[src/rtl/ahb_mtx_in_stg_hold.sv]
// AHB bus-matrix input stage for one master port: presents the master's address
// phase to the output stages, holding it until granted and stalling the master meanwhile.
module ahb_mtx_in_stg_hold #(
    parameter int unsigned ADDR_W = 32,
    parameter int unsigned USER_W = 32
) (
    input  logic              HCLK,
    input  logic              HRESET,

    input  logic              HSELS,
    input  logic [ADDR_W-1:0] HADDRS,
    input  logic [USER_W-1:0] HAUSERS,
    input  logic [1:0]        HTRANSS,
    input  logic              HWRITES,
    input  logic [2:0]        HSIZES,
    input  logic [2:0]        HBURSTS,
    input  logic [3:0]        HPROTS,
    input  logic [3:0]        HMASTERS,
    input  logic              HMASTLOCKS,
    input  logic              HREADYS,
    output logic              HREADYOUTS,
    output logic              HRESPS,

    input  logic              active_ip,
    input  logic              readyout_ip,
    input  logic              resp_ip,

    output logic              sel_ip,
    output logic [ADDR_W-1:0] addr_ip,
    output logic [USER_W-1:0] auser_ip,
    output logic [1:0]        trans_ip,
    output logic              write_ip,
    output logic [2:0]        size_ip,
    output logic [2:0]        burst_ip,
    output logic [3:0]        prot_ip,
    output logic [3:0]        master_ip,
    output logic              mastlock_ip,
    output logic              held_tran_ip
);

    logic              new_tran;
    logic              accept;
    logic              cancel;
    logic              pend;
    logic              pend_nxt;
    logic              dphase;

    logic [ADDR_W-1:0] hold_addr;
    logic [USER_W-1:0] hold_auser;
    logic [1:0]        hold_trans;
    logic              hold_write;
    logic [2:0]        hold_size;
    logic [2:0]        hold_burst;
    logic [3:0]        hold_prot;
    logic [3:0]        hold_master;
    logic              hold_mastlock;

    assign new_tran = HSELS & HREADYS & HTRANSS[1];
    assign accept   = active_ip & readyout_ip;
    // First ERROR cycle of the previous data phase drops the held transfer.
    assign cancel   = pend & dphase & resp_ip & ~readyout_ip;

    always_comb begin
        pend_nxt = pend;
        if (cancel)
            pend_nxt = 1'b0;
        else if (pend && accept)
            pend_nxt = 1'b0;
        else if (!pend && new_tran && !accept)
            pend_nxt = 1'b1;
    end

    always_ff @(posedge HCLK) begin
        if (HRESET) begin
            pend   <= 1'b0;
            dphase <= 1'b0;
        end else begin
            pend <= pend_nxt;
            if (!dphase || readyout_ip)
                dphase <= accept & held_tran_ip;
        end
    end

    // Capture registers carry no reset: they are only observed while pend is set.
    always_ff @(posedge HCLK) begin
        if (!pend && new_tran) begin
            hold_addr     <= HADDRS;
            hold_auser    <= HAUSERS;
            hold_trans    <= HTRANSS;
            hold_write    <= HWRITES;
            hold_size     <= HSIZES;
            hold_burst    <= HBURSTS;
            hold_prot     <= HPROTS;
            hold_master   <= HMASTERS;
            hold_mastlock <= HMASTLOCKS;
        end
    end

    assign held_tran_ip = pend | new_tran;

    always_comb begin
        sel_ip      = HSELS;
        addr_ip     = HADDRS;
        auser_ip    = HAUSERS;
        trans_ip    = HTRANSS;
        write_ip    = HWRITES;
        size_ip     = HSIZES;
        burst_ip    = HBURSTS;
        prot_ip     = HPROTS;
        master_ip   = HMASTERS;
        mastlock_ip = HMASTLOCKS;
        if (pend) begin
            sel_ip      = 1'b1;
            addr_ip     = hold_addr;
            auser_ip    = hold_auser;
            trans_ip    = hold_trans;
            write_ip    = hold_write;
            size_ip     = hold_size;
            burst_ip    = hold_burst;
            prot_ip     = hold_prot;
            master_ip   = hold_master;
            mastlock_ip = hold_mastlock;
        end
        if (!held_tran_ip)
            trans_ip = '0;
    end

    assign HREADYOUTS = (dphase ? readyout_ip : 1'b1) & (~pend | accept);
    assign HRESPS     = dphase ? resp_ip : 1'b0;

endmodule

[config.mk]
export PLATFORM = sky130hd
export DESIGN_NAME = ahb_mtx_in_stg_hold
export DESIGN_NICKNAME = d
export VERILOG_FILES = /design/src/rtl/ahb_mtx_in_stg_hold.sv
export SDC_FILE = /design/constraint.sdc
export NUM_CORES = 1
export LEC_CHECK = 0
export ABC_AREA = 1
export BUFFER_PORTS_ARGS = -buffer_cell sky130_fd_sc_hd__buf_2
export CAP_MARGIN = 10
export CORE_MARGIN = 2
export CORE_UTILIZATION = 42
export CTS_CLUSTER_DIAMETER = 120
export CTS_CLUSTER_SIZE = 25
export DETAILED_ROUTE_END_ITERATION = 10
export HOLD_SLACK_MARGIN = 0.03
export MAX_ROUTING_LAYER = met4
export PLACE_DENSITY = 0.76
export SETUP_SLACK_MARGIN = 0.02
export SYNTH_ARGS = -nofsm -noshare
export SYNTH_HDL_FRONTEND = slang
export SYNTH_SLANG_ARGS = --single-unit
[constraint.sdc]
create_clock -name HCLK -period 5.57 [get_ports HCLK]
set_input_delay 1.3925 -clock HCLK [delete_from_list [all_inputs] [get_ports HCLK]]
set_output_delay 1.3925 -clock HCLK [all_outputs]
set_load 0.02 [all_outputs]
==> metrics.txt, run 1 <==
reg2reg start pend; Crit Path Class primary input to output pin; deepest clock path buffer count 2; Ys Warns 0; Syn Area/Cell 9.928 um2; vias in the first global route 2942; most frequent CP cell buf_2; FF+latch count, synth 84; Post-DP HPWL 5.577 mm; # rows 34; largest net degree at the start of global routing 86; WP buf/inv 3; clock latency on the worst-skew pair 0.34 ns; Via density 4.593; Port Buffers 174; Internal Power 0.9469 mW; mux cell area share after synthesis 0%; Post-Synth Adder-Cell Area 0%; Final ANT Viol Nets 0; Net Sw Power 0.3527 mW; post-CTS setup buffers 0; xor and xnor area share after synthesis 0%; setup TNS 0 ns; Final Critical Period 3.543 ns; I/O pin total 175; post-CTS sizing 0; total track usage 17.19%; Synth Area in Simple Gates 26.50%; CORE AREA 8593 um2; Yosys top cell by area edfxtp_1; instance count on the critical path 6; hold path cells 4; Max-Cap Viols 0; Seq/Total Area, Yosys 68.12%; final setup margin 2.027 ns; Die X 97.52 um; max-slew violations 0; initial antenna violation count 0; CTS clk-pin slew, worst paths 0.07 ns; GRT Residual Overflow 0; crit path max fanout 4; Syn Inst Count 370; Arr. time, crit path 2.15 ns; routed wire length 7.973 mm; largest family of logic cells by synthesized area simple AND/OR/NAND/NOR gates; final setup violation count 0; initial core utilization 42.75%; drt drc 0; Hold Vio Cnt, Final 0; Syn Nets 459; VDD IR max 122.0 uV; clock skew 0.01475 ns; crit-path leading delay family simple AND/OR/NAND/NOR gates; CTS sink count 84; FILL cells 771; Synth Area in Compound Gates 0.2725%; slowest CP cell nand2_1; RD Place Congestion 0.8036; Slew headroom 27.71%; Sw Share 27.14%; layout cells sized above 1 35.73%; ys flop type edfxtp_1; 1st-pass router iterations 4; hold_buf cts 0; Clk network pwr share 28.0%; via count 2990; Reg2Reg Depth 3; PwrDens 275.4 nW/um2; Comb power frac 16.7%; worst min-delay path startpoint dphase; die height 97.52 um; Reg2Reg Setup Slack 3.20 ns; worst slew pin tran 1.082 ns; CTS tree built; outcome complete, no violations; CP Cell Sequence buf_2 > nand3_1 > nand2_1 > inv_1 > nor2_1 > buf_2; nets@finish 628; Setup crit start kind primary input; Storage cell area 2504 um2; CP peak stage delay 0.18 ns; DRT iter0 DRCs 147; Min-Delay Path Class register to register; EDFF count, synth 82; die area 9510 um2; CTS HTree Levels 3; proportion of netlist area held by the largest area contributor 67.03%; Highest Clock Rate 282.3 MHz; sequential share of power 55.4%; final worst path period share 63.60%; Yosys cell types 15; global-route wire length before repair 13.03 mm; LEAKAGE 2.310 nW; Post-Syn Area 3674 um2; area of the multi-input gates 991.0 um2; RSZ-0062 raised after global routing false; CTS buffer count 9; Worst EP required 4.18 ns; Worst Hold Path EP dphase; Root Buffer clkbuf_8; Layout area overhead 28.47%; fraction of registers with async set/reset 0%; Antenna diodes 0; reg2reg end hold_addr[27]; Critical Path Sink Type output pin; routed wire length per instance 12.25 um; pre-CTS setup slack 2.024 ns; synth top area cells edfxtp_1, nand2_1, buf_6, dfxtp_1, buf_2
kinds of logic after synthesis:
logic type / after synthesis
compound gates: 2
buf+inv: 26
simple gates: 258
flops: 84
how the worst max path moves through the flow:
stage,from,endpoint,slack (ns)
3_5_place_dp,HTRANSS[1],trans_ip[1],2.02
2_1_floorplan,HTRANSS[1],hold_addr[0],0.14
3_3_place_gp,HTRANSS[1],trans_ip[1],2.02
5_1_grt,pend,trans_ip[1],1.83
4_1_cts,HTRANSS[1],trans_ip[1],2.02
6_report,HTRANSS[1],trans_ip[1],2.03
power groups by stage:
stage                     Combinational, mW  Sequential [mW]  Clock (mW)
after floorplan                       0.128            0.735           0
after global placement                0.215            0.733           0
after detailed placement              0.218            0.734           0
after CTS                             0.219            0.720       0.376
after global routing                  0.239            0.721       0.399
final                                 0.217            0.719       0.363
cell type report:
type / count / area share [%]
clock buffers: 10 / 2.704
clock inverters: 5 / 0.6363
inverters: 7 / 0.5567
multi-input cells: 260 / 21.00
well taps: 108 / 2.863
repair buffers: 177 / 19.19
flip-flops and latches: 84 / 53.05
state kept, by name, summed over array words and instances (netlist names):
name	flops
dphase	1
hold_addr	32
hold_auser	32
hold_burst	3
hold_master	4
hold_mastlock	1
hold_prot	4
hold_size	3
hold_trans	2
hold_write	1
pend	1
cell usage after synthesis, types with 2 or more instances:
cell type  instances
buf_6              9
inv_1              6
nand2_1          249
buf_2              6
nor2_1             6
dfxtp_1            2
clkbuf_1           2
edfxtp_1          82
nand3_1            2
per-stage QoR:
stage                     std cells  total power [mW]  util, %  hold WS, ns  cell area, um2
final                           651             1.300    54.92       0.5629            4720
after floorplan                 370            0.8628        -       0.5082            3674
after global placement          636            0.9483    53.09       0.5272            4562
after global routing            651             1.359    54.92       0.5963            4720
after detailed placement        636            0.9523    53.09       0.5534            4562
after CTS                       651             1.315    54.92       0.5644            4720
metal layers:
layer / GRT usage [%] / up-vias / part of all wire [%]
met5: - / - / 0
met4: 6.410 / 0 / 0.89
met3: 3.525 / 7 / 7.0
met2: 28.81 / 137 / 49
met1: 20.62 / 1329 / 43
li1: - / 1517 / -
cell usage in the layout, fill, tap and decap left out:
| cell | instances |
|---|---|
| nand2_1 | 249 |
| or2_1 | 1 |
| nor2_1 | 5 |
| clkinvlp_4 | 2 |
| a21oi_1 | 1 |
| nand3_1 | 2 |
| inv_1 | 6 |
| buf_4 | 2 |
| dfxtp_1 | 1 |
| clkbuf_8 | 9 |
| inv_2 | 1 |
| o21ai_0 | 1 |
| edfxtp_1 | 82 |
| nor2_4 | 1 |
| dfxtp_2 | 1 |
| buf_12 | 1 |
| clkbuf_1 | 1 |
| clkinv_2 | 3 |
| buf_2 | 174 |
worst reg2reg max path, delay by kind of cell, from the launching register on:
family,cells,cell delay (ns)
simple gates,1,1.06
buf+inv,2,0.66
flops,1,0.32
Note: power is estimated with default switching activity, not from simulation.
==> inputs of run 2 (changes only) <==
--- a/config.mk
+++ b/config.mk
@@ -9,13 +9,13 @@
 export BUFFER_PORTS_ARGS = -buffer_cell sky130_fd_sc_hd__buf_2
 export CAP_MARGIN = 10
 export CORE_MARGIN = 2
-export CORE_UTILIZATION = 42
+export CORE_UTILIZATION = 46
 export CTS_CLUSTER_DIAMETER = 120
 export CTS_CLUSTER_SIZE = 25
 export DETAILED_ROUTE_END_ITERATION = 10
 export HOLD_SLACK_MARGIN = 0.03
 export MAX_ROUTING_LAYER = met4
-export PLACE_DENSITY = 0.76
+export PLACE_DENSITY = 0.79
 export SETUP_SLACK_MARGIN = 0.02
 export SYNTH_ARGS = -nofsm -noshare
 export SYNTH_HDL_FRONTEND = slang
==> constraint.sdc (replaced) <==
create_clock -name HCLK -period 3.4 [get_ports HCLK]
set_input_delay 0.85 -clock HCLK [delete_from_list [all_inputs] [get_ports HCLK]]
set_output_delay 0.85 -clock HCLK [all_outputs]
set_load 0.02 [all_outputs]
==> metrics.txt, run 2 (synthesized netlist as in run 1, its figures left out) <==
pre-CTS setup slack 1.006 ns; largest net degree at the start of global routing 86; VDD IR max 348.3 uV; hold_buf cts 0; Highest Clock Rate 377.7 MHz; reg2reg start pend; Cells after DPL 631; CTS tree built; final worst path period share 77.86%; outcome complete, no violations; Comb power frac 15.2%; PwrDens 490.6 nW/um2; layout cells sized above 1 35.60%; Internal Power 1.776 mW; sequential share of power 50.1%; setup TNS 0 ns; commonest non-fill, non-tap cell in the layout nand2_1; Hold Vio Cnt, Final 0; final setup margin 0.7527 ns; post-CTS setup buffers 0; 1st-pass router iterations 4; area of the multi-input gates 991.0 um2; Arr. time, crit path 1.80 ns; initial antenna violation count 0; Worst EP required 2.55 ns; die height 93.37 um; # rows 32; initial core utilization 47.54%; Sw Share 24.45%; non-filler cells, final 647; die area 8717 um2; fin util 62.01%; Final Total Pwr 2.351 mW; Largest regs hold_addr x32, hold_auser x32; FILL cells 629; Critical path origin pend; clock skew 0.005648 ns; Setup crit start kind register; most frequent cells in the layout nand2_1, buf_2, edfxtp_1; Max-Cap Viols 0; Slew headroom 45.29%; Min-Delay Path Class register to register; CTS sink count 84; max-slew violations 0; CTS buffer count 9; CORE AREA 7727 um2; global-route wire length before repair 12.88 mm; CTS HTree Levels 3; drt drc 0; Critical Path Sink Type output pin; RSZ-0062 raised after global routing false; Reg2Reg Depth 3; via count 3007; RD Place Congestion 0.7528; Final ANT Viol Nets 0; DRT iter0 DRCs 169; Antenna diodes 0; post-CTS sizing 0; Worst setup endpoint trans_ip[0]; routed wire length 8.214 mm; WHS 0.5819 ns; Storage cell area 2504 um2; routed wire length per instance 12.70 um; Post-DP HPWL 5.741 mm; Net Sw Power 0.5749 mW; crit path max fanout 85; Layout area overhead 30.45%; Final Critical Period 2.647 ns; GRT Residual Overflow 0; Port Buffers 174; I/O pin total 175; Root Buffer clkbuf_8; worst slew pin tran 0.8206 ns; CTS clk-pin slew, worst paths 0.07 ns; LEAKAGE 2.356 nW; Die X 93.37 um; deepest clock path buffer count 2; clock latency on the worst-skew pair 0.33 ns; Crit Path Class register to output pin; fin area 4792 um2; final setup violation count 0; Reg2Reg Setup Slack 1.50 ns; Post-Place Cell Area 4562 um2; nets@finish 629; total track usage 19.65%; vias in the first global route 2842; Clk network pwr share 34.7%; reg2reg end hold_addr[0]; Via density 4.648
-- run 2: cell count changes in the layout (fill, tap and decap cells not counted), sizes merged --
cell / before / now
bufinv: 0 / 3
clkinvlp: 2 / 0
buf: 177 / 178
-- run 2: area by class of cell --
cell class | count | share of cell area (%)
Timing Repair Buffer | 178 | 19.06
Clock inverter | 6 | 2.141
Multi-Input combinational cell | 260 | 20.68
Inverter | 7 | 0.5483
Clock buffer | 10 | 2.663
Tap cell | 102 | 2.663
Sequential cell | 84 | 52.25
-- run 2: critical path, cell delays in order, from the launching register on --
cell     delay, ns
dfxtp_2       0.34
buf_4         0.65
nand2_1       0.12
nand2_1       0.11
nand2_1       0.05
inv_1         0.05
buf_2         0.15
-- run 2: power by group through the flow --
stage / sequential (mW) / combinational (mW) / clock [mW]
2_1_floorplan: 1.20 / 0.210 / 0
3_3_place_gp: 1.20 / 0.353 / 0
3_5_place_dp: 1.20 / 0.359 / 0
4_1_cts: 1.18 / 0.360 / 0.835
5_1_grt: 1.18 / 0.391 / 0.874
6_report: 1.18 / 0.357 / 0.815
-- run 2: worst min path at each step --
stage | cells after the start | end | startpoint
finish | 4 | dphase | dphase
global route | 4 | dphase | dphase
CTS | 4 | dphase | dphase
detailed placement | 4 | dphase | dphase
global placement | 4 | dphase | dphase
floorplan | 4 | dphase | dphase
-- run 2: per-layer routing --
layer	vias to the layer above	GRT usage, %	routed length, um
met5	-	-	0
met4	0	6.005	87
met3	6	5.479	686
met2	130	31.29	3993
met1	1353	24.70	3447
li1	1518	-	-
==> inputs of run 3 (changes only) <==
--- a/config.mk
+++ b/config.mk
@@ -5,17 +5,17 @@
 export SDC_FILE = /design/constraint.sdc
 export NUM_CORES = 1
 export LEC_CHECK = 0
-export ABC_AREA = 1
+export ABC_AREA = 0
 export BUFFER_PORTS_ARGS = -buffer_cell sky130_fd_sc_hd__buf_2
 export CAP_MARGIN = 10
 export CORE_MARGIN = 2
-export CORE_UTILIZATION = 46
+export CORE_UTILIZATION = 42
 export CTS_CLUSTER_DIAMETER = 120
 export CTS_CLUSTER_SIZE = 25
 export DETAILED_ROUTE_END_ITERATION = 10
 export HOLD_SLACK_MARGIN = 0.03
 export MAX_ROUTING_LAYER = met4
-export PLACE_DENSITY = 0.79
+export PLACE_DENSITY = 0.76
 export SETUP_SLACK_MARGIN = 0.02
 export SYNTH_ARGS = -nofsm -noshare
 export SYNTH_HDL_FRONTEND = slang
==> constraint.sdc (replaced) <==
create_clock -name HCLK -period 2.12 [get_ports HCLK]
set_input_delay 0.53 -clock HCLK [delete_from_list [all_inputs] [get_ports HCLK]]
set_output_delay 0.53 -clock HCLK [all_outputs]
set_load 0.02 [all_outputs]
==> metrics.txt, run 3 <==
VDD IR max 422.7 uV; Root Buffer clkbuf_8; met3 Resource Use GR 3.794%; max-slew violations 0; via count 2367; clock skew 0.009710 ns; RSZ-0062 raised after global routing true; proportion of netlist area held by the largest area contributor 66.67%; largest net degree at the start of global routing 83; commonest non-fill, non-tap cell in the layout buf_2; I/O pin total 175; DRT iter0 DRCs 86; CTS clk-pin slew, worst paths 0.09 ns; CORE AREA 8636 um2; 1st-pass router iterations 4; die height 97.78 um; routed wire length 7.362 mm; Storage cell area 2506 um2; Yosys cell types 21; FILL cells 713; Most Crowded Layer GR met2; Yosys top cell by area edfxtp_1; EDFF count, synth 82; Reg2Reg Setup Slack 0.45 ns; Post-Syn Area 3694 um2; routed wire length per instance 15.12 um; Post-Place Cell Area 4706 um2; deepest clock path buffer count 2; vias in the first global route 2369; met2 Resource Use GR 24.99%; clock latency on the worst-skew pair 0.34 ns; Critical Path Sink Type output pin; initial antenna violation count 0; Post-DP HPWL 5.226 mm; CTS tree built; Final Critical Period 2.049 ns; Sw Share 22.67%; Syn Inst Count 191; Via density 4.860; Worst EP required 1.59 ns; Hold Vio Cnt, Final 0; worst min-delay path startpoint HAUSERS[26]; Syn Area/Cell 19.34 um2; ys flop type edfxtp_1; GRT Residual Overflow 0; CTS HTree Levels 3; Ys Warns 0; RD Place Congestion 0.8395; Final ANT Viol Nets 0; reg2reg start pend; final setup margin 0.07081 ns; Antenna diodes 0; drt drc 0; CP Cell Sequence buf_12 > mux2_2 > buf_2; Comb power frac 15.1%; sequential share of power 50.2%; die area 9560 um2; CTS sink count 84; area of the multi-input gates 1106 um2; FF+latch count, synth 84; Highest Clock Rate 488.0 MHz; met1 Usage GRT 19.67%; Max-Cap Viols 0; Worst setup endpoint burst_ip[0]; outcome complete, no violations; pre-CTS setup slack 0.3604 ns; Setup crit start kind register; initial core utilization 42.77%; total track usage 15.78%; slowest CP cell dfxtp_4; final worst path period share 96.66%; Layout area overhead 35.09%; Synth top cells by count edfxtp_1, mux2_2, mux2_4, buf_2, buf_6; crit path max fanout 29; Clk network pwr share 34.7%; hold_buf cts 0; nets@finish 463; synth top area cells edfxtp_1, mux2_2, mux2_4, buf_6, dfxtp_1; Internal Power 2.914 mW; PwrDens 755.3 nW/um2; fin area 4990 um2; Reg2Reg Depth 3; Largest regs hold_addr x32, hold_auser x32; LEAKAGE 2.059 nW; Critical path origin pend; Seq/Total Area, Yosys 67.75%; Net Sw Power 0.8542 mW; Crit Path Class register to output pin; top-count cell post-synth edfxtp_1; Die X 97.78 um; reg2reg end hold_auser[13]; Min-Delay Path Class primary input to register; Arr. time, crit path 1.52 ns; # rows 34; most frequent cells in the layout buf_2, edfxtp_1, mux2_2; Port Buffers 174; global-route wire length before repair 11.69 mm; Slew headroom 71.52%; CP peak stage delay 0.45 ns; Syn Nets 280; CTS buffer count 9; layout cells sized above 1 73.61%; worst slew pin tran 0.4272 ns; fraction of registers with async set/reset 0%; final setup violation count 0
## run 3: changes by cell type after synthesis, sizes merged, moves of 5 or more
cell   delta
buf       -7
inv       -5
mux2     +80
nand2   -248
nor2      -6
## run 3: kinds of logic after synthesis
group                  count (synthesis)  share of synthesized area [%]
buffers and inverters                 12                          2.642
and+or+nand+nor                        7                          1.186
DFF                                   84                          67.75
muxes                                 81                          27.00
AOI/OAI and AO/OA                      7                          1.423
## run 3: timing repair
item	in CTS	in global routing
resized for setup	2	0
hold endpoints to repair	0	0
setup endpoints to repair	30	24
gates cloned	1	0
setup buffers	1	2
## run 3: worst max-delay path: cells and delay by family (launching register included)
family	cells	cell delay, ns
flops	1	0.45
mux	1	0.35
buf+inv	2	0.37
## run 3: final cells by class
cell class,instances,share of cell area (%)
sequential,84,50.23
inverter,2,0.1505
timing repair buffer,182,20.14
clock buffer,10,2.558
tap,108,2.708
multi-input combinational,95,22.17
clock inverter,6,2.056
## run 3: worst min path at each step
stage,end,slack [ns],depth (start not counted)
floorplan,dphase,0.48,2
global placement,dphase,0.51,2
detailed placement,dphase,0.54,2
CTS,hold_addr[2],0.35,1
global route,hold_auser[28],0.35,1
finish,hold_auser[26],0.38,1
## run 3: metal layers
metal | share of wire (%) | wire, um | vias up
li1 | - | - | 1124
met1 | 44 | 3240 | 1120
met4 | 1.9 | 138 | 0
met3 | 7.2 | 532 | 15
met5 | 0 | 0 | -
met2 | 47 | 3451 | 108
## run 3: metrics by stage
| stage | cells | TNS [ns] | power, mW | hold slack (ns) | util (%) |
|---|---|---|---|---|---|
| finish | 487 | 0 | 3.769 | 0.3768 | 57.78 |
| global route | 487 | 0 | 3.913 | 0.3500 | 57.78 |
| CTS | 485 | 0 | 3.811 | 0.3505 | 57.61 |
| detailed placement | 467 | 0 | 2.492 | 0.5426 | 54.49 |
| global placement | 467 | 0 | 2.479 | 0.5062 | 54.49 |
| floorplan | 191 | -0.1171 | 2.269 | 0.4823 | - |
## run 3: power by group through the flow
stage / Sequential (mW) / Combinational, mW / Clock (mW)
2_1_floorplan: 1.92 / 0.346 / 0
3_3_place_gp: 1.93 / 0.552 / 0
3_5_place_dp: 1.93 / 0.563 / 0
4_1_cts: 1.89 / 0.573 / 1.35
5_1_grt: 1.90 / 0.607 / 1.41
6_report: 1.89 / 0.568 / 1.31
